--- src/rtl/voq_egress_reader_pkg.sv ---
// Shared sizing constants and helpers for the VOQ egress reader.
package voq_egress_reader_pkg;
    localparam int PORT_NUB_TOTAL = 4;
    localparam int DATA_WIDTH     = 8;
    localparam int DEPTH          = 4;
    localparam int RD_LATENCY_DEF = 1;

    typedef enum logic [1:0] {
        CR_HOLD,
        CR_TAKE,
        CR_RETURN
    } credit_op_e;

    function automatic int sel_width(input int n);
        return (n > 1) ? $clog2(n) : 1;
    endfunction

    function automatic int credit_width(input int depth);
        return $clog2(depth + 1);
    endfunction
endpackage

--- src/rtl/voq_egress_reader_port.sv ---
// One output port: round-robin VOQ reader, credit counter, tag pipe and
// registered-head egress FIFO.
module voq_egress_reader_port
    import voq_egress_reader_pkg::*;
#(
    parameter int N          = PORT_NUB_TOTAL,
    parameter int DW         = DATA_WIDTH,
    parameter int RD_LATENCY = RD_LATENCY_DEF,
    parameter int BUF_DEPTH  = DEPTH,
    localparam int WSEL      = sel_width(N)
) (
    input  logic            clk,
    input  logic            rst,
    input  logic [N-1:0]    empty,
    input  logic [DW-1:0]   voq_data,
    output logic [WSEL-1:0] rd_sel,
    output logic            rd_en,
    output logic [DW-1:0]   egress_data,
    output logic [WSEL-1:0] egress_src,
    output logic            egress_valid,
    input  logic            egress_ready
);
    localparam int CW = credit_width(BUF_DEPTH);

    if (BUF_DEPTH < 2) begin : g_bad_depth
        $error("voq_egress_reader_port: BUF_DEPTH must be >= 2");
    end
    if (RD_LATENCY < 1) begin : g_bad_latency
        $error("voq_egress_reader_port: RD_LATENCY must be >= 1");
    end

    logic [WSEL-1:0]       ptr;
    logic [WSEL-1:0]       sel_q;
    logic [WSEL-1:0]       grant;
    logic [WSEL-1:0]       idx;
    logic                  any_req;
    logic [CW-1:0]         credit;
    credit_op_e            credit_op;
    logic [RD_LATENCY-1:0] pipe_vld;
    logic [WSEL-1:0]       pipe_tag [RD_LATENCY];
    logic [DW-1:0]         buf_data [BUF_DEPTH];
    logic [WSEL-1:0]       buf_src  [BUF_DEPTH];
    logic [BUF_DEPTH-1:0]  buf_vld;
    logic [DW-1:0]         nxt_data [BUF_DEPTH];
    logic [WSEL-1:0]       nxt_src  [BUF_DEPTH];
    logic [BUF_DEPTH-1:0]  nxt_vld;
    logic                  placed;
    logic                  push;
    logic                  pop;

    always_comb begin
        grant   = ptr;
        any_req = 1'b0;
        idx     = '0;
        for (int k = 0; k < N; k++) begin
            idx = WSEL'((int'(ptr) + k) % N);
            if (!any_req && !empty[idx]) begin
                grant   = idx;
                any_req = 1'b1;
            end
        end
    end

    // Reads are suppressed during reset so no VOQ word is consumed and then discarded.
    assign rd_en  = !rst && any_req && (credit != '0);
    assign rd_sel = rd_en ? grant : sel_q;

    assign push         = pipe_vld[RD_LATENCY-1];
    assign egress_valid = buf_vld[0];
    assign egress_data  = buf_data[0];
    assign egress_src   = buf_src[0];
    assign pop          = egress_valid && egress_ready;

    always_comb begin
        credit_op = CR_HOLD;
        if (rd_en && !pop) begin
            credit_op = CR_TAKE;
        end else if (!rd_en && pop) begin
            credit_op = CR_RETURN;
        end
    end

    // Shift FIFO: entry 0 is the registered head; a push lands in the first free slot after any pop.
    always_comb begin
        nxt_data = buf_data;
        nxt_src  = buf_src;
        nxt_vld  = buf_vld;
        placed   = 1'b0;
        if (pop) begin
            for (int k = 0; k < BUF_DEPTH - 1; k++) begin
                nxt_data[k] = buf_data[k+1];
                nxt_src[k]  = buf_src[k+1];
            end
            nxt_vld = buf_vld >> 1;
        end
        for (int k = 0; k < BUF_DEPTH; k++) begin
            if (push && !placed && !nxt_vld[k]) begin
                nxt_data[k] = voq_data;
                nxt_src[k]  = pipe_tag[RD_LATENCY-1];
                nxt_vld[k]  = 1'b1;
                placed      = 1'b1;
            end
        end
    end

    always_ff @(posedge clk) begin
        if (rst) begin
            ptr      <= '0;
            sel_q    <= '0;
            credit   <= CW'(BUF_DEPTH);
            pipe_vld <= '0;
            buf_vld  <= '0;
            for (int k = 0; k < RD_LATENCY; k++) begin
                pipe_tag[k] <= '0;
            end
            for (int k = 0; k < BUF_DEPTH; k++) begin
                buf_data[k] <= '0;
                buf_src[k]  <= '0;
            end
        end else begin
            if (rd_en) begin
                ptr   <= (int'(grant) == N - 1) ? '0 : grant + WSEL'(1);
                sel_q <= grant;
            end
            case (credit_op)
                CR_TAKE:   credit <= credit - CW'(1);
                CR_RETURN: credit <= credit + CW'(1);
                default:   credit <= credit;
            endcase
            pipe_vld[0] <= rd_en;
            pipe_tag[0] <= grant;
            for (int k = 1; k < RD_LATENCY; k++) begin
                pipe_vld[k] <= pipe_vld[k-1];
                pipe_tag[k] <= pipe_tag[k-1];
            end
            buf_vld  <= nxt_vld;
            buf_data <= nxt_data;
            buf_src  <= nxt_src;
        end
    end
endmodule

--- src/rtl/voq_egress_reader.sv ---
// Read side of the shared-memory switch: one independent egress reader per output port.
module voq_egress_reader
    import voq_egress_reader_pkg::*;
#(
    parameter int NUM_PORTS  = PORT_NUB_TOTAL,
    parameter int DW         = DATA_WIDTH,
    parameter int RD_LATENCY = RD_LATENCY_DEF,
    parameter int BUF_DEPTH  = DEPTH,
    localparam int WIDTH_SEL = sel_width(NUM_PORTS)
) (
    input  logic                           clk,
    input  logic                           rst,
    input  logic [NUM_PORTS*NUM_PORTS-1:0] empty,
    input  logic [NUM_PORTS*DW-1:0]        voq_data,
    output logic [NUM_PORTS*WIDTH_SEL-1:0] rd_sel,
    output logic [NUM_PORTS-1:0]           rd_en,
    output logic [NUM_PORTS*DW-1:0]        egress_data,
    output logic [NUM_PORTS*WIDTH_SEL-1:0] egress_src,
    output logic [NUM_PORTS-1:0]           egress_valid,
    input  logic [NUM_PORTS-1:0]           egress_ready
);
    for (genvar i = 0; i < NUM_PORTS; i++) begin : g_port
        voq_egress_reader_port #(
            .N          (NUM_PORTS),
            .DW         (DW),
            .RD_LATENCY (RD_LATENCY),
            .BUF_DEPTH  (BUF_DEPTH)
        ) u_port (
            .clk          (clk),
            .rst          (rst),
            .empty        (empty[i*NUM_PORTS +: NUM_PORTS]),
            .voq_data     (voq_data[i*DW +: DW]),
            .rd_sel       (rd_sel[i*WIDTH_SEL +: WIDTH_SEL]),
            .rd_en        (rd_en[i]),
            .egress_data  (egress_data[i*DW +: DW]),
            .egress_src   (egress_src[i*WIDTH_SEL +: WIDTH_SEL]),
            .egress_valid (egress_valid[i]),
            .egress_ready (egress_ready[i])
        );
    end
endmodule
--- config.mk ---
export PLATFORM = sky130hd
export DESIGN_NAME = voq_egress_reader
export DESIGN_NICKNAME = d
export VERILOG_FILES = /design/src/rtl/voq_egress_reader_pkg.sv /design/src/rtl/voq_egress_reader_port.sv /design/src/rtl/voq_egress_reader.sv
export SDC_FILE = /design/constraint.sdc
export NUM_CORES = 1
export LEC_CHECK = 0
export ABC_AREA = 1
export CORE_MARGIN = 1.5
export CORE_UTILIZATION = 47
export DETAILED_ROUTE_END_ITERATION = 10
export MAX_ROUTING_LAYER = met4
export PLACE_DENSITY_LB_ADDON = 0.05
export SYNTH_ARGS = -nofsm -noshare
export SYNTH_HDL_FRONTEND = slang
export SYNTH_SLANG_ARGS = --single-unit
--- constraint.sdc ---
create_clock -name clk -period 2.7 [get_ports clk]
set_input_delay 0.81 -clock clk [delete_from_list [all_inputs] [get_ports clk]]
set_output_delay 0.81 -clock clk [all_outputs]
set_load 0.03 [all_outputs]
* After elaboration in Yosys (flattened, before gate mapping)
Memories as Yosys holds them, arrays and structs flattened. Cells that the tools add are included.
Storage, ports and cells: register bits 208, bits in writable memories 8, output and inout bits 56, memories kept 4
Operators by class: reductions and logical operators 141, multiplexer cells 155, $add $sub $neg 24, $lt $le $gt $ge 16, equality and inequality tests 12
Memory list:
- g_port[0].u_port.pipe_tag | depth 1, bits a word 2, rd ports 1, clocked after memory_dff 0, write ports 1, RTL line voq_egress_reader_port.sv:40 | logic [WSEL-1:0] pipe_tag [RD_LATENCY];
- g_port[1].u_port.pipe_tag | depth 1, bits a word 2, rd ports 1, clocked after memory_dff 0, write ports 1, RTL line voq_egress_reader_port.sv:40
- g_port[2].u_port.pipe_tag | depth 1, bits a word 2, rd ports 1, clocked after memory_dff 0, write ports 1, RTL line voq_egress_reader_port.sv:40
- g_port[3].u_port.pipe_tag | depth 1, bits a word 2, rd ports 1, clocked after memory_dff 0, write ports 1, RTL line voq_egress_reader_port.sv:40
Operators by type and width (count):
- $mux 24 | 4
- $mux 8 | 12
- $mux 2 | 44
- $mux 1 | 67
- $logic_and 1x1->1 | 60
- $logic_not 1->1 | 57
- $lt 2x3->1 const B | 16
- $bmux 1 s2 | 16
- $reduce_bool 2->1 | 16
- $mux 6 | 4
- $pmux 3 s2 | 4
- $add 2x1->2 const B | 8
- $add 2x2->2 const B | 8
- $eq 2x1->1 const B | 8
- $mux 4 | 4
- $add 3x1->3 const B | 4
- $reduce_bool 3->1 | 4
- $sub 3x1->3 const B | 4
- $eq 2x2->1 const B | 4
- $reduce_or 2->1 | 4

* Logic depth before layout (Yosys ltp)
Gate-level depths: netlist of run 1.
word-level depth 20, depth in mapped cells 19

* Modules after synthesis
A second synthesis of run 1 with hierarchy kept.
Unflattened totals: cells, all modules 1552, area total of the unflattened synthesis 10560.1 um2
By module, submodules not included:
- voq_egress_reader_port | instances 4, cells each 388, area an instance 2640.0 um2, seq. area each 1081.0 um2

* Worst setup path after synthesis of run 1
No wires, ideal clock.
path kind input -> output, start point input port empty[1], end point output port rd_sel[0], data arrival time 2.087 ns, cell stages on the path 10, path slack -0.197 ns, path buffers 0, cells stage by stage inv_1 > nand2_1 > nand3_1 > nand2_1 > nand3_2 > nor2_2 > nor2_4 > nand3_1 > inv_1 > a21oi_1
On the way: cells in the longest elaborated chain, start to end 14, elaborated cells on any way between the ends 26
RTL lines:
- from (decl) | RTL line voq_egress_reader.sv:13 | input logic [NUM_PORTS*NUM_PORTS-1:0] empty,
- $bmux 1 s2 | RTL line voq_egress_reader_port.sv:57 | if (!any_req && !empty[idx]) begin
- $mux 1 (implied by the code) | RTL line voq_egress_reader_port.sv:57
- $logic_not 1->1 | RTL line voq_egress_reader_port.sv:57
- $logic_and 1x1->1 | RTL line voq_egress_reader_port.sv:57
- $mux 1 | RTL line voq_egress_reader_port.sv:57
- $logic_not 1->1 | RTL line voq_egress_reader_port.sv:57
- $logic_and 1x1->1 | RTL line voq_egress_reader_port.sv:57
- $mux 1 | RTL line voq_egress_reader_port.sv:57
- $logic_not 1->1 | RTL line voq_egress_reader_port.sv:57
- $logic_and 1x1->1 | RTL line voq_egress_reader_port.sv:57
- $mux 1 (*) | RTL line voq_egress_reader_port.sv:57
- $logic_and 1x1->1 (*) (2 in a row) | RTL line voq_egress_reader_port.sv:65 | assign rd_en = !rst && any_req && (credit != '0);
- named net g_port[0].u_port.rd_en | RTL line voq_egress_reader_port.sv:17 | output logic rd_en,
- $mux 2 (*) | RTL line voq_egress_reader_port.sv:66 | assign rd_sel = rd_en ? grant : sel_q;
- to (decl) | RTL line voq_egress_reader.sv:15 | output logic [NUM_PORTS*WIDTH_SEL-1:0] rd_sel,
The timed path passes the listed nets; every way through them passes the cells marked *. The select of a mux whose other input is x is not followed.

==> flow_summary.ini, run 1 <==
[global_routing]
met2_usage_pct = 37.0
grt_max_degree = 83
grt_use_met1_pct = 30.2
antenna_found_initial = 0
globalRouteTotalUtil_pct = 22.9
gr-max-usage-layer = met2
grt_pass1_vias = 9591
globalRouteOverflowTotal = 0
grt_pass1_wl_um = 44800
met3_usage_pct = 3.01

[routing]
ant_nets = 0
wl_per_cell_um = 13.3
drt-initial-drc-count = 442
vias = 10500
finalWirelength_um = 27800
dr.pass1.iters = 5
avgViaCountPerCell = 5.05
drcViolationCount = 0

[placement]
place_congestion = 0.842
place.detailed.hpwl_um = 15400
io_buffers = 109
dpl_cell_area_mm2 = 0.0122
dp_slack_ns = -0.733

[power_and_ir_drop]
p_leak_uw = 0.00662
switching_share_pct = 38.4
comb_power_share_pct = 47.4
p_int_uw = 8920
clkPwrFrac_pct = 23.8
netSwitchingPower_uw = 5570
p_per_area_mw_per_mm2 = 981
ir_worst_vdd_mv = 0.873
seq_power_share_pct = 28.7

[logic_synthesis]
syn-cell-area_mm2 = 0.0106
netlist_instances = 1574
synth_top_area_cell = dfxtp_1
synth_flop_cell = dfxtp_1
ys.warnings.count = 0
yosysUniqueCellTypes = 39
synthTopCellsByArea = dfxtp_1 (41%), nand2_1 (17%), o21ai_0 (10%)
ys_seq_elements = 216
ys_seq_area_share_pct = 40.7
syn_area_per_cell_um2 = 6.75
synth_nets = 1636
synth_top_area_share_pct = 40.7
async_reset_ff_share_pct = 0
synth_edf_count = 0

[sta]
maxSlewViolCount = 0
hold_violations = 0
rsz0062_at_grt = yes
min_period_over_period_pct = 112
finalSetupViolCount = 15
skew_ns = 0.0122
period_needed_ns = 3.02
slew-limit-headroom_pct = 54.1
max_freq_mhz = 332
fin_ws_ns = -0.315
tightest_slew_ns = 0.689

[clock_tree]
clk_pin_slew_worst_paths_ns = 0.05
cts-root-buf = clkbuf_16
ctsHoldBuffers = 0
clkSinkCount = 216
cts_tree = built
htreeDepth = 1
cts_buffers = 25
insertion_delay_ns = 0.52
clockBufferDepth = 3

[floorplanning]
design.portCount = 110
die_area_mm2 = 0.0235
row_count = 54
dieWidth_um = 153
start_util_pct = 48.2
core_mm2 = 0.0220
die_h_um = 153

[setup_path]
cp_cell_sequence = buf_6 -> nand2_2 -> nand3_2 -> nand2_4 -> buf_6 -> nand3_1 -> o21ai_2 -> inv_2 -> nand2_2 -> nand2_2 -> nand3_2 -> nand2_2 -> buf_6
crit_buf_inv = 4
cp_slowest_cell = dfxtp_4
start_kind = flip-flop
crit_path_max_fanout = 8
crit_arrival_ns = 2.21
crit_path_end_kind = output port
cp_top_family = simple AND/OR/NAND/NOR gates
required_ns = 1.89
timing_worst_setup_path_type = flip-flop to output port
max_stage_delay_ns = 0.46
worst_path_most_repeated_cell = nand2_2

[final_layout]
drive_above_1_share_pct = 27.7
fin_area_mm2 = 0.0148
layout_common_cells = nand2_1 (378), o21ai_0 (217), dfxtp_1 (208)
antenna_cells = 0
final_common_cell = nand2_1
multiInputGateArea_mm2 = 0.00584
synthToLayoutAreaGrowth_pct = 38.9
finalNetCount = 1846
fillers = 1875
regArea_mm2 = 0.00435

[hold_path]
min_path_type = flip-flop to flip-flop

[job]
drv_cap = 0

[outcome]
violations = negative setup slack
status = finished, violations left
cell usage after synthesis (5+ instances only):
cell type	count
nor2_1	58
nand3_1	48
clkbuf_1	67
inv_1	135
a21oi_1	194
nand2_2	14
o21ai_0	221
inv_2	14
buf_4	52
buf_1	5
nor2_4	6
dfxtp_1	216
buf_2	8
nand2_1	478
nor3_1	6
path summary, 6_finish.rpt:
kind	slack, ns	depth (start not counted)	to	start
hold / removal	0.44	2	g_port[0].u_port.buf_data[1]	g_port[0].u_port.buf_data[1]
hold reg to reg	0.44	2	g_port[0].u_port.buf_data[1]	g_port[0].u_port.buf_data[1]
setup reg to reg	-0.31	22	g_port[3].u_port.ptr[1]	g_port[3].u_port.ptr[1]
setup / recovery	-0.32	13	rd_sel[1]	flip-flop
power groups by stage:
stage          logic (uW)  registers, uW  clock network [uW]
3_3_place_gp         4700           4120                   0
4_1_cts              5850           4110                3530
3_5_place_dp         4740           4120                   0
5_1_grt              7460           4230                3670
6_report             6870           4160                3450
2_1_floorplan        3430           4000                   0
cell families after synthesis:
kind of cell	share of synthesized area (%)
buffers and inverters	12.1
adders and majority gates	1.22
AOI/OAI and AO/OA	21.8
and+or+nand+nor	24.0
xor gates and xnor gates	0.165
DFF	40.7
routing by layer:
layer	routed length, um	share of wire [%]
met5	0	0
met4	584	2.1
met3	1070	3.9
met2	13300	48
met1	12800	46
stage by stage:
step / hold slack [ns] / power (uW) / cells / setup TNS [ns] / util, %
after global placement: 0.435 / 8820 / 1930 / -10.14 / 55.2
after floorplan: 0.425 / 7440 / 1574 / -0.0331 / -
final: 0.444 / 14500 / 2081 / -3.06 / 67.0
after CTS: 0.448 / 13500 / 2056 / -2.15 / 64.1
after global routing: 0.472 / 15400 / 2081 / -4.37 / 67.0
after detailed placement: 0.439 / 8860 / 1930 / -10.59 / 55.2
state kept, by name, summed over array words and instances, names as in the netlist, named ones only:
register / count
g_port.u_port.buf_data: 96
g_port.u_port.buf_src: 24
g_port.u_port.buf_vld: 16
g_port.u_port.sel_q: 8
g_port.u_port.ptr: 4
g_port.u_port.pipe_tag: 8
g_port.u_port.credit: 12
g_port.u_port.pipe_vld: 4
g_port.u_port.egress_src: 8
g_port.u_port.egress_data: 32
worst register-to-register path: stages (launching register included):
cell	delay [ns]
dfxtp_4	0.43
inv_6	0.06
nand2_4	0.06
nand2_4	0.08
o21ai_4	0.25
inv_2	0.07
nor2_4	0.14
nand2_4	0.08
buf_4	0.13
buf_4	0.12
buf_4	0.13
buf_4	0.12
buf_4	0.12
buf_4	0.12
buf_4	0.12
buf_4	0.13
buf_4	0.13
buf_4	0.13
buf_4	0.12
buf_4	0.13
a21oi_4	0.13
nand3_2	0.08
nand2_1	0.06
area by class of cell:
cell class | count | area share (%)
clock buffers | 34 | 4.81
repair inverters | 2 | 0.102
inverters | 151 | 4.20
well taps | 280 | 2.37
clock inverters | 10 | 0.898
repair buffers | 314 | 18.6
multi-input cells | 1074 | 39.6
flip-flops and latches | 216 | 29.5
repair_timing:
| item | in CTS | in global routing |
|---|---|---|
| pin swaps | 89 | 76 |
| setup buffers | 82 | 35 |
| resized for setup | 223 | 122 |
| setup endpoints to repair | 15 | 22 |
| cloned | 0 | 2 |
(Power assumes the default switching activity.)
==> run 2, diff against run 1 <==
Settings changed: SYNTH_HIERARCHICAL set to 1.
==> run 2 against run 1 <==
Against the previous run: the flow finishes with violations (design-rule violations, negative setup slack); critical path type unchanged; non-clock buffer count up 8; hold slack about the same; highest routed layer unchanged; combinational power down 4.9%; count of clock-buffer cells in the layout up 1; largest power group unchanged; sequential cell count unchanged.
==> flow_summary.ini, run 2 <==
[sta]
tightest_slew_ns = 0.579
timing.hold.ws_ns = 0.444
period_needed_ns = 3.03
max_freq_mhz = 330
min_period_over_period_pct = 112
skew_ns = 0.0122
rsz0062_at_grt = yes
maxSlewViolCount = 0
fin_tns_setup_ns = -3.17
hold_violations = 0
finalSetupViolCount = 14
slew-limit-headroom_pct = 61.1
fin_ws_ns = -0.333

[global_routing]
antenna_found_initial = 1
grt_max_degree = 44
grt_pass1_wl_um = 44700
globalRouteOverflowTotal = 0
globalRouteTotalUtil_pct = 23.0
grt_pass1_vias = 9549

[power_and_ir_drop]
ir_worst_vdd_mv = 0.721
p_per_area_mw_per_mm2 = 947
p_int_uw = 8620
clkPwrFrac_pct = 23.6
p_leak_uw = 0.00652
netSwitchingPower_uw = 5200
switching_share_pct = 37.6
seq_power_share_pct = 29.2
comb_power_share_pct = 47.2

[clock_tree]
clockBufferDepth = 3
cts_tree = built
cts-root-buf = clkbuf_16
insertion_delay_ns = 0.50
htreeDepth = 1
clkSinkCount = 216
ctsHoldBuffers = 0
cts_buffers = 25
clk_pin_slew_worst_paths_ns = 0.06

[floorplanning]
row_count = 54
die_area_mm2 = 0.0234
design.portCount = 110
core_mm2 = 0.0220
start_util_pct = 48.1
die_h_um = 153
dieWidth_um = 153

[setup_path]
cp_slowest_cell = dfxtp_4
r2r_cells = 20
rrSetupSlack_ns = -0.28
crit_arrival_ns = 2.22
worstReg2RegEnd = g_port[2].u_port/sel_q[1]
required_ns = 1.89
max_stage_delay_ns = 0.40
crit-reg2reg-launch = g_port[2].u_port/ptr[1]
cp_cell_sequence = inv_2 -> buf_4 -> nand3_1 -> nand2_2 -> nor2_4 -> nand4_1 -> buf_4 -> nand3_4 -> o21ai_4 -> inv_2 -> buf_6
crit_path_max_fanout = 6
crit_path_end_kind = output port
start_kind = flip-flop
timing_worst_setup_path_type = flip-flop to output port
startpoint = g_port[2].u_port/ptr[1]

[logic_synthesis]
synth_edf_count = 0
ys_seq_elements = 216
synth_top_area_share_pct = 40.9
ys_seq_area_share_pct = 40.9
syn-cell-area_mm2 = 0.0106
synth_nets = 1614
syn_area_per_cell_um2 = 6.80
synthTopCellsByArea = dfxtp_1 (41%), nand2_1 (15%), o21ai_0 (12%)
async_reset_ff_share_pct = 0
synth_flop_cell = dfxtp_1
netlist_instances = 1552
synth_top_area_cell = dfxtp_1
yosysUniqueCellTypes = 27
synth.most_common_cell = nand2_1
ys.warnings.count = 6
synth_commonest_cells = nand2_1 (424), o21ai_0 (248), dfxtp_1 (216)

[final_layout]
layout_common_cells = nand2_1 (345), o21ai_0 (239), dfxtp_1 (208)
drive_above_1_share_pct = 26.9
regArea_mm2 = 0.00435
synthToLayoutAreaGrowth_pct = 38.2
multiInputGateArea_mm2 = 0.00565
fin_area_mm2 = 0.0146
fillers = 1810
finalNetCount = 1839
final_common_cell = nand2_1
largest_register_ffs = 96
largest_register = g_port.u_port/buf_data
instances_no_fill = 2075

[routing]
wl_per_cell_um = 13.4
drcViolationCount = 3
drt-initial-drc-count = 585
ant_nets = 0
vias = 10500
avgViaCountPerCell = 5.04
finalWirelength_um = 27800
dr.pass1.iters = 10

[hold_path]
hold_end = g_port[0].u_port/buf_src[1]
hp-start = g_port[0].u_port/buf_src[1]
min_path_type = flip-flop to flip-flop
hold_depth = 2

[placement]
place.detailed.hpwl_um = 15600
dp.cells = 1928
io_buffers = 109
place_congestion = 0.909
dp_slack_ns = -0.649
dpl_cell_area_mm2 = 0.0122

[job]
drv_cap = 0

[outcome]
status = finished, violations left
violations = design-rule violations, negative setup slack
-- run 2: changes by cell type in the layout (fill, tap and decap cells not counted), sizes merged, moves of 4 or more --
cell	delta
clkinv	+5
clkdlybuf4s15	-4
nand2	-44
buf	+11
clkbuf	+4
nand3	+7
o21ai	+30
nor2	-4
-- run 2: layer usage --
| layer | global-route usage (%) | up-vias | share of wire (%) |
|---|---|---|---|
| li1 | - | 5434 | - |
| met1 | 28.7 | 4764 | 45 |
| met2 | 38.9 | 203 | 48 |
| met3 | 3.54 | 66 | 4.0 |
| met4 | 5.88 | 0 | 2.7 |
| met5 | - | - | 0 |
-- run 2: worst max-delay path by stage --
| stage | endpoint | cells past startpoint |
|---|---|---|
| after floorplan | rd_sel[3] | 9 |
| after global placement | rd_en[1] | 9 |
| after detailed placement | rd_en[2] | 9 |
| after CTS | rd_sel[0] | 14 |
| after global routing | rd_sel[4] | 12 |
| final | rd_sel[4] | 11 |
-- run 2: cell families (layout without fill, tap and decap cells) --
family          Yosys count  after routing  synth area share [%]
compound gates          460            460                  22.2
fa+ha+maj                 8              8                  1.23
buf+inv                 284            526                  12.5
flops                   216            216                  40.9
other cells               0              1                     0
simple gates            584            584                  23.1
-- run 2: power groups by stage --
stage               Clock (uW)  Sequential (uW)  Combinational, uW
floorplan                    0             3940               3000
global placement             0             4000               4310
CTS                       3330             4000               5760
finish                    3270             4040               6530
global route              3460             4090               7030
detailed placement           0             4010               4350
-- run 2: critical path, delay by kind of cell, from the launching register on --
kind / cells / cell delay, ns
compound gates: 1 / 0.06
flops: 1 / 0.40
buf+inv: 5 / 0.65
simple gates: 5 / 0.60
-- run 2: final cells by class --
cell class / count / share of cell area, %
Sequential cell: 216 / 29.8
Antenna cell: 1 / 0.0171
Inverter: 160 / 4.46
Multi-Input combinational cell: 1052 / 38.7
Clock buffer: 35 / 4.95
Clock inverter: 9 / 0.514
Tap cell: 280 / 2.40
Timing Repair Buffer: 322 / 19.1
-- run 2: timing repair --
item,CTS,global route
buffers inserted,100,19
gates resized for setup,245,111
setup endpoints to repair,15,24
pin swaps,89,82
-- run 2: metrics by stage --
stage,util [%],power (uW)
2_1_floorplan,-,6950
3_3_place_gp,55.3,8320
3_5_place_dp,55.3,8360
4_1_cts,64.8,13100
5_1_grt,66.5,14600
6_report,66.5,13800
==> run 3, diff against run 2 <==
Settings changed: HOLD_SLACK_MARGIN set to 0.12, RECOVER_POWER set to 100.
==> run 3 against run 2 <==
Against the previous run: the flow still finishes with violations (design-rule violations, negative setup slack); die area unchanged; sequential share of layout area is essentially flat; cell count barely moved; hold slack hardly changed; largest power group unchanged; highest routed layer unchanged.
==> flow_summary.ini, run 3 (synthesized netlist as in run 2, its figures left out) <==
[outcome]
violations = design-rule violations, negative setup slack
status = finished, violations left

[sta]
tightest_slew_ns = 0.811
maxSlewViolCount = 0
max_freq_mhz = 331
skew_ns = 0.0125
period_needed_ns = 3.02
fin_ws_ns = -0.324
finalSetupViolCount = 14
hold_violations = 0
rsz0062_at_grt = yes
slew-limit-headroom_pct = 45.9
min_period_over_period_pct = 112

[final_layout]
synthToLayoutAreaGrowth_pct = 38.1
regArea_mm2 = 0.00435
largest_register_ffs = 96
drive_above_1_share_pct = 26.6
layout_common_cells = nand2_1 (346), o21ai_0 (239), dfxtp_1 (208)
final_common_cell = nand2_1
finalNetCount = 1839
largest_register = g_port.u_port/buf_data
multiInputGateArea_mm2 = 0.00565
fillers = 1813
fin_util_pct = 66.4

[clock_tree]
cts_tree = built
insertion_delay_ns = 0.50
cts-root-buf = clkbuf_16
clkSinkCount = 216
clockBufferDepth = 3
ctsHoldBuffers = 0
clk_pin_slew_worst_paths_ns = 0.06
cts_buffers = 25
htreeDepth = 1

[placement]
dp_slack_ns = -0.649
place.detailed.hpwl_um = 15600
io_buffers = 109
place_congestion = 0.909

[routing]
avgViaCountPerCell = 5.04
vias = 10500
drt-initial-drc-count = 587
wl_per_cell_um = 13.4
drcViolationCount = 6
finalWirelength_um = 27700
dr.pass1.iters = 10
ant_nets = 0

[setup_path]
crit_path_max_fanout = 6
timing_worst_setup_path_type = flip-flop to output port
required_ns = 1.89
crit_arrival_ns = 2.21
start_kind = flip-flop
crit_path_end_kind = output port

[floorplanning]
dieWidth_um = 153
start_util_pct = 48.1
row_count = 54
core_mm2 = 0.0220
die_h_um = 153
die_area_mm2 = 0.0234
design.portCount = 110

[power_and_ir_drop]
p_leak_uw = 0.00651
ir_worst_vdd_mv = 0.719
p_per_area_mw_per_mm2 = 947

[global_routing]
grt_max_degree = 44
grt_pass1_wl_um = 44700
antenna_found_initial = 1
grt_pass1_vias = 9549
globalRouteTotalUtil_pct = 23.0
globalRouteOverflowTotal = 0

[job]
drv_cap = 0

[hold_path]
min_path_type = flip-flop to flip-flop
[run 3: cell count changes in the layout (fill, tap and decap cells not counted), sizes merged]
| cell | delta |
|---|---|
| clkbuf | +4 |
| clkdlybuf4s50 | -4 |
| dlygate4sd3 | +4 |
| buf | -4 |
| diode | +1 |
[run 3: worst max-delay path, cell delays in order (launching register included)]
cell	delay, ns
dfxtp_4	0.40
inv_2	0.09
buf_4	0.16
nand3_1	0.10
nand2_2	0.08
nor2_4	0.12
nand4_1	0.22
buf_4	0.23
nand3_4	0.07
o21ai_4	0.06
inv_2	0.05
buf_6	0.12
[run 3: cell type report]
cell class                 count  area share [%]
clock buffer                  35            4.96
multi-input combinational   1052            38.7
antenna                        2          0.0343
tap                          280            2.40
timing repair buffer         322            19.0
inverter                     160            4.46
sequential                   216            29.9
clock inverter                 9           0.515
[run 3: repair_timing]
item | in CTS | in global routing
setup buffers | 100 | 19
setup endpoints to repair | 15 | 24
pin swaps | 89 | 82
gates resized for setup | 245 | 111
[run 3: final timing paths]
path                               start                          end  slack (ns)  depth (start not counted)
min          g_port[0].u_port/buf_src[1]  g_port[0].u_port/buf_src[1]        0.44                          2
max              g_port[2].u_port/ptr[1]                    rd_sel[4]       -0.32                         11
max reg2reg                    flip-flop      g_port[0].u_port/ptr[1]       -0.28                         24
min reg2reg  g_port[0].u_port/buf_src[1]  g_port[0].u_port/buf_src[1]        0.44                          2
[run 3: where the power goes]
part / leakage (uW) / switching, uW / internal, uW
logic: 0.00435 / 3530 / 2980
clock network: 0.000394 / 1310 / 1950
registers: 0.00177 / 360 / 3680
total: 0.00651 / 5200 / 8610
[run 3: through the flow]
stage | std cells | power [uW] | instance area, um2 | hold WS (ns) | setup TNS [ns]
after CTS | 2072 | 13100 | 14200 | 0.448 | -2.12
after detailed placement | 1928 | 8360 | 12200 | 0.438 | -11.41
after global placement | 1928 | 8320 | 12200 | 0.434 | -10.99
final | 2076 | 13800 | 14600 | 0.444 | -3.14
after floorplan | 1552 | 6950 | 10600 | 0.424 | -0.109
after global routing | 2075 | 14600 | 14600 | 0.459 | -4.70
[run 3: routing by layer]
layer  GRT usage (%)  share of wire (%)  up-vias
met3            3.54                4.0       64
met2            38.9                 48      204
met4            5.88                2.7        0
met1            28.7                 45     4764
li1                -                  -     5432
met5               -                  0        -
==> edit 1: new RTL, flow settings as in run 1 <==
`DEPTH`: 4 -> 2.
--- a/src/rtl/voq_egress_reader_pkg.sv
+++ b/src/rtl/voq_egress_reader_pkg.sv
@@ -2,7 +2,7 @@
 package voq_egress_reader_pkg;
     localparam int PORT_NUB_TOTAL = 4;
     localparam int DATA_WIDTH     = 8;
-    localparam int DEPTH          = 4;
+    localparam int DEPTH          = 2;
     localparam int RD_LATENCY_DEF = 1;
 
     typedef enum logic [1:0] {
Check against the original RTL: not settled (the Yosys comparison gave no result); the edit may change what the design does.
==> edit 1 against run 1 <==
  * The run still ends with setup timing left
  * Clock power is 30% lower
  * Cell area is 36% lower
  * Total power is 21% lower
  * Critical endpoint is now rd_sel[6]
  * Register-to-register slack better by 0.17 ns
  * Critical path depth is 2 lower
  * Count of clock-buffer cells in the layout is 13 lower
  * Maximum frequency is 1.3% higher
  * Largest power group unchanged
  * Worst setup slack better by 0.040 ns
  * Synthesized cell count is 42% lower
  * Synthesized area is 39% lower
  * Sequential cell count is 92 lower
  * Routed wire length is 36% lower
==> edit 1: results <==
group,metric,value,unit
global_routing,grt_max_degree,36,
final_layout,drive_gt1_share,32.2,%
worst_setup_path,arrival,2.17,ns
power,vdd_drop_max,0.974,mV
drt,drt_wl_total,17.6,mm
drt,wl_per_cell,13.9,um
clock_network,cts_buffers,17,
global_routing,grtUsageTotal,24.0,%
global_routing,grt_pass1_wl,27.6,mm
place,placed_area,0.00775,mm2
clock_network,cts_setup_buffers,40,
timing,final.setup.worst_slack,-0.276,ns
drt,via_per_inst,5.17,
global_routing,use_met2,39.2,%
place,place_congestion,0.835,
power,netSwitchingPower,0.00454,W
synthesis,synth_cells,914,
synthesis,synth.area.top_cells,"dfxtp_1, nand2_1, nor2_1",
status,violations,"setup timing",
synthesis,synth_nets,975,
timing,setup_violations,13,
global_routing,grt_use_met1,29.7,%
place,dp_hpwl,10.7,mm
clock_network,clk_latency,0.41,ns
timing,clock_skew,0.00416,ns
global_routing,grtUsageMet3,4.09,%
status,status,"finished, violations left",
final_layout,n_fill_cell,1034,
## edit 1: layout make-up
cell class | instances | area (um2) | share of cell area [%]
multi-input cells | 614 | 3570 | 37.6
flip-flops and latches | 124 | 2510 | 26.4
repair buffers | 238 | 2190 | 23.1
clock buffers | 21 | 470 | 4.96
inverters | 89 | 363 | 3.83
well taps | 176 | 220 | 2.32
clock inverters | 11 | 165 | 1.74
## edit 1: logic make-up (layout without fill, tap and decap cells)
group	Yosys count	count (layout)	synth area share [%]
flip-flops	124	124	38.5
XOR/XNOR	7	7	1.30
adder cells (fa/ha/maj)	7	7	1.36
AND/OR/NAND/NOR	423	423	26.8
buffers and inverters	176	359	13.9
AO/OA/AOI/OAI	177	177	18.2
## edit 1: path summary, 6_finish.rpt
path | start | end | slack (ns) | cells past startpoint
worst min-delay path | g_port[1].u_port.pipe_tag[0][1] | g_port[1].u_port.buf_src[1] | 0.44 | 2
worst max register to register | g_port[2].u_port.ptr[0] | g_port[2].u_port.ptr[1] | -0.14 | 21
worst max-delay path | g_port[3].u_port.ptr[0] | rd_sel[6] | -0.28 | 11
worst min register to register | g_port[1].u_port.pipe_tag[0][1] | g_port[1].u_port.buf_src[1] | 0.44 | 2
## edit 1: power groups by stage
stage          Clock (W)  Combinational (W)  Sequential (W)
3_3_place_gp           0            0.00445         0.00253
3_5_place_dp           0            0.00456         0.00254
5_1_grt          0.00254            0.00689         0.00264
2_1_floorplan          0            0.00318         0.00245
6_report         0.00242            0.00640         0.00259
4_1_cts          0.00245            0.00554         0.00255
## edit 1: metal layers
metal | part of all wire (%) | vias to the layer above
met3 | 3.8 | 30
met5 | 0 | -
met2 | 50 | 180
met4 | 1.8 | 0
li1 | - | 3274
met1 | 44 | 3093
==> edit 2: new RTL, config.mk and constraints of run 1 <==
Without the edit above. Reset style: asynchronous (`rst`), changed in one clocked block.
--- a/src/rtl/voq_egress_reader_port.sv
+++ b/src/rtl/voq_egress_reader_port.sv
@@ -103,7 +103,7 @@
         end
     end
 
-    always_ff @(posedge clk) begin
+    always_ff @(posedge clk or posedge rst) begin
         if (rst) begin
             ptr      <= '0;
             sel_q    <= '0;
Function: not settled (the Yosys comparison gave no result); the edit may change what the design does.
==> edit 2 against run 1 <==
  * The run still ends with setup timing left
  * Non-clock buffer count is 58 lower
  * Cell area is 2.2% lower
  * Worst setup slack worse by 0.17 ns
  * Routed wire length is 11% lower
  * Sequential share of layout area is 8.0 points higher
  * Synthesized area is 2.2% higher
  * Sequential cell count stayed put
  * Die area is 2.1% higher
  * Clock skew is 0.0045 ns lower
  * Synthesized cell count is 21% lower
  * Highest routed layer unchanged
Power is not compared: it rests on default switching activity, and its combinational part moved more than twofold at a synthesized area within 25%.
==> edit 2: results <==
group,metric,value,unit
status,status,"finished, violations left",
status,violations,"setup timing",
global_routing,use_met2,34.4,%
worst_setup_path,reg2reg_depth,23,
synthesis,synthArstFlopShare,100,%
place,dp.cells,1612,
final_layout,multi_input_cells,793,
global_routing,grt_pass1_vias,8747,
drt,route.met3.wl,998,um
timing,finalSetupTns,-4.03,ns
worst_setup_path,rr_endpoint,"g_port[0].u_port.ptr[1]",
drt,drt-met1-wl,11.2,mm
min_path,hold_end,"g_port[2].u_port.buf_data[3]",
die,fp.coreArea,0.0226,mm2
drt,wl_met2,12.0,mm
final_layout,clockBufferCount,42,
worst_setup_path,arrival,2.38,ns
final_layout,fin_util,63.8,%
final_layout,nFlopsAndLatches,216,
drt,drt_wl_total,24.8,mm
final_layout,seq_area_share,37.5,%
final_layout,clk_share,5.25,%
min_path,hold_start,"g_port[2].u_port.buf_data[3]",
place,dp_hpwl,14.9,mm
drt,via_per_inst,5.34,
timing,holdWs,0.485,ns
timing,max_clock_freq,0.314,GHz
synthesis,synth_common_cells,"nand3_1, nand2_1, dfrtp_1",
global_routing,grtUsageMet3,3.18,%
place,place_congestion,0.811,
global_routing,grt_max_degree,62,
synthesis,yosysUniqueCellTypes,37,
timing,final.setup.worst_slack,-0.487,ns
place,placed_area,0.0126,mm2
timing,worstMarginPinSlew,0.781,ns
worst_setup_path,slowest_delay,0.26,ns
synthesis,synth_nets,1308,
final_layout,num-nonclk-buffers,256,
global_routing,grt_use_met1,28.1,%
timing,setup_violations,12,
global_routing,grtUsageTotal,21.2,%
==> edit 2: changes by cell type after synthesis, moves of 32 or more <==
cell,before,now
nor2_1,58,19
inv_1,135,103
o211ai_1,0,123
dfrtp_1,0,212
a21oi_1,194,4
dfxtp_1,216,0
nand3_1,48,273
o21ai_0,221,63
nand2_1,478,219
==> edit 2: what timing repair did <==
| action | in CTS | in global routing |
|---|---|---|
| setup endpoints to repair | 19 | 20 |
| resized for setup | 135 | 85 |
| pin swaps | 59 | 59 |
| gates cloned | 2 | 1 |
| buffers inserted | 38 | 17 |
| hold endpoints to repair | 0 | 0 |
==> edit 2: cells by family (layout without fill, tap and decap cells) <==
logic type | count (synthesis) | after routing | synth area share (%)
compound gates | 225 | 225 | 13.8
fa+ha+maj | 9 | 9 | 1.31
simple gates | 539 | 539 | 22.8
buf+inv | 236 | 411 | 10.4
mux | 6 | 6 | 0.599
flops | 216 | 216 | 49.8
xor+xnor | 14 | 14 | 1.27
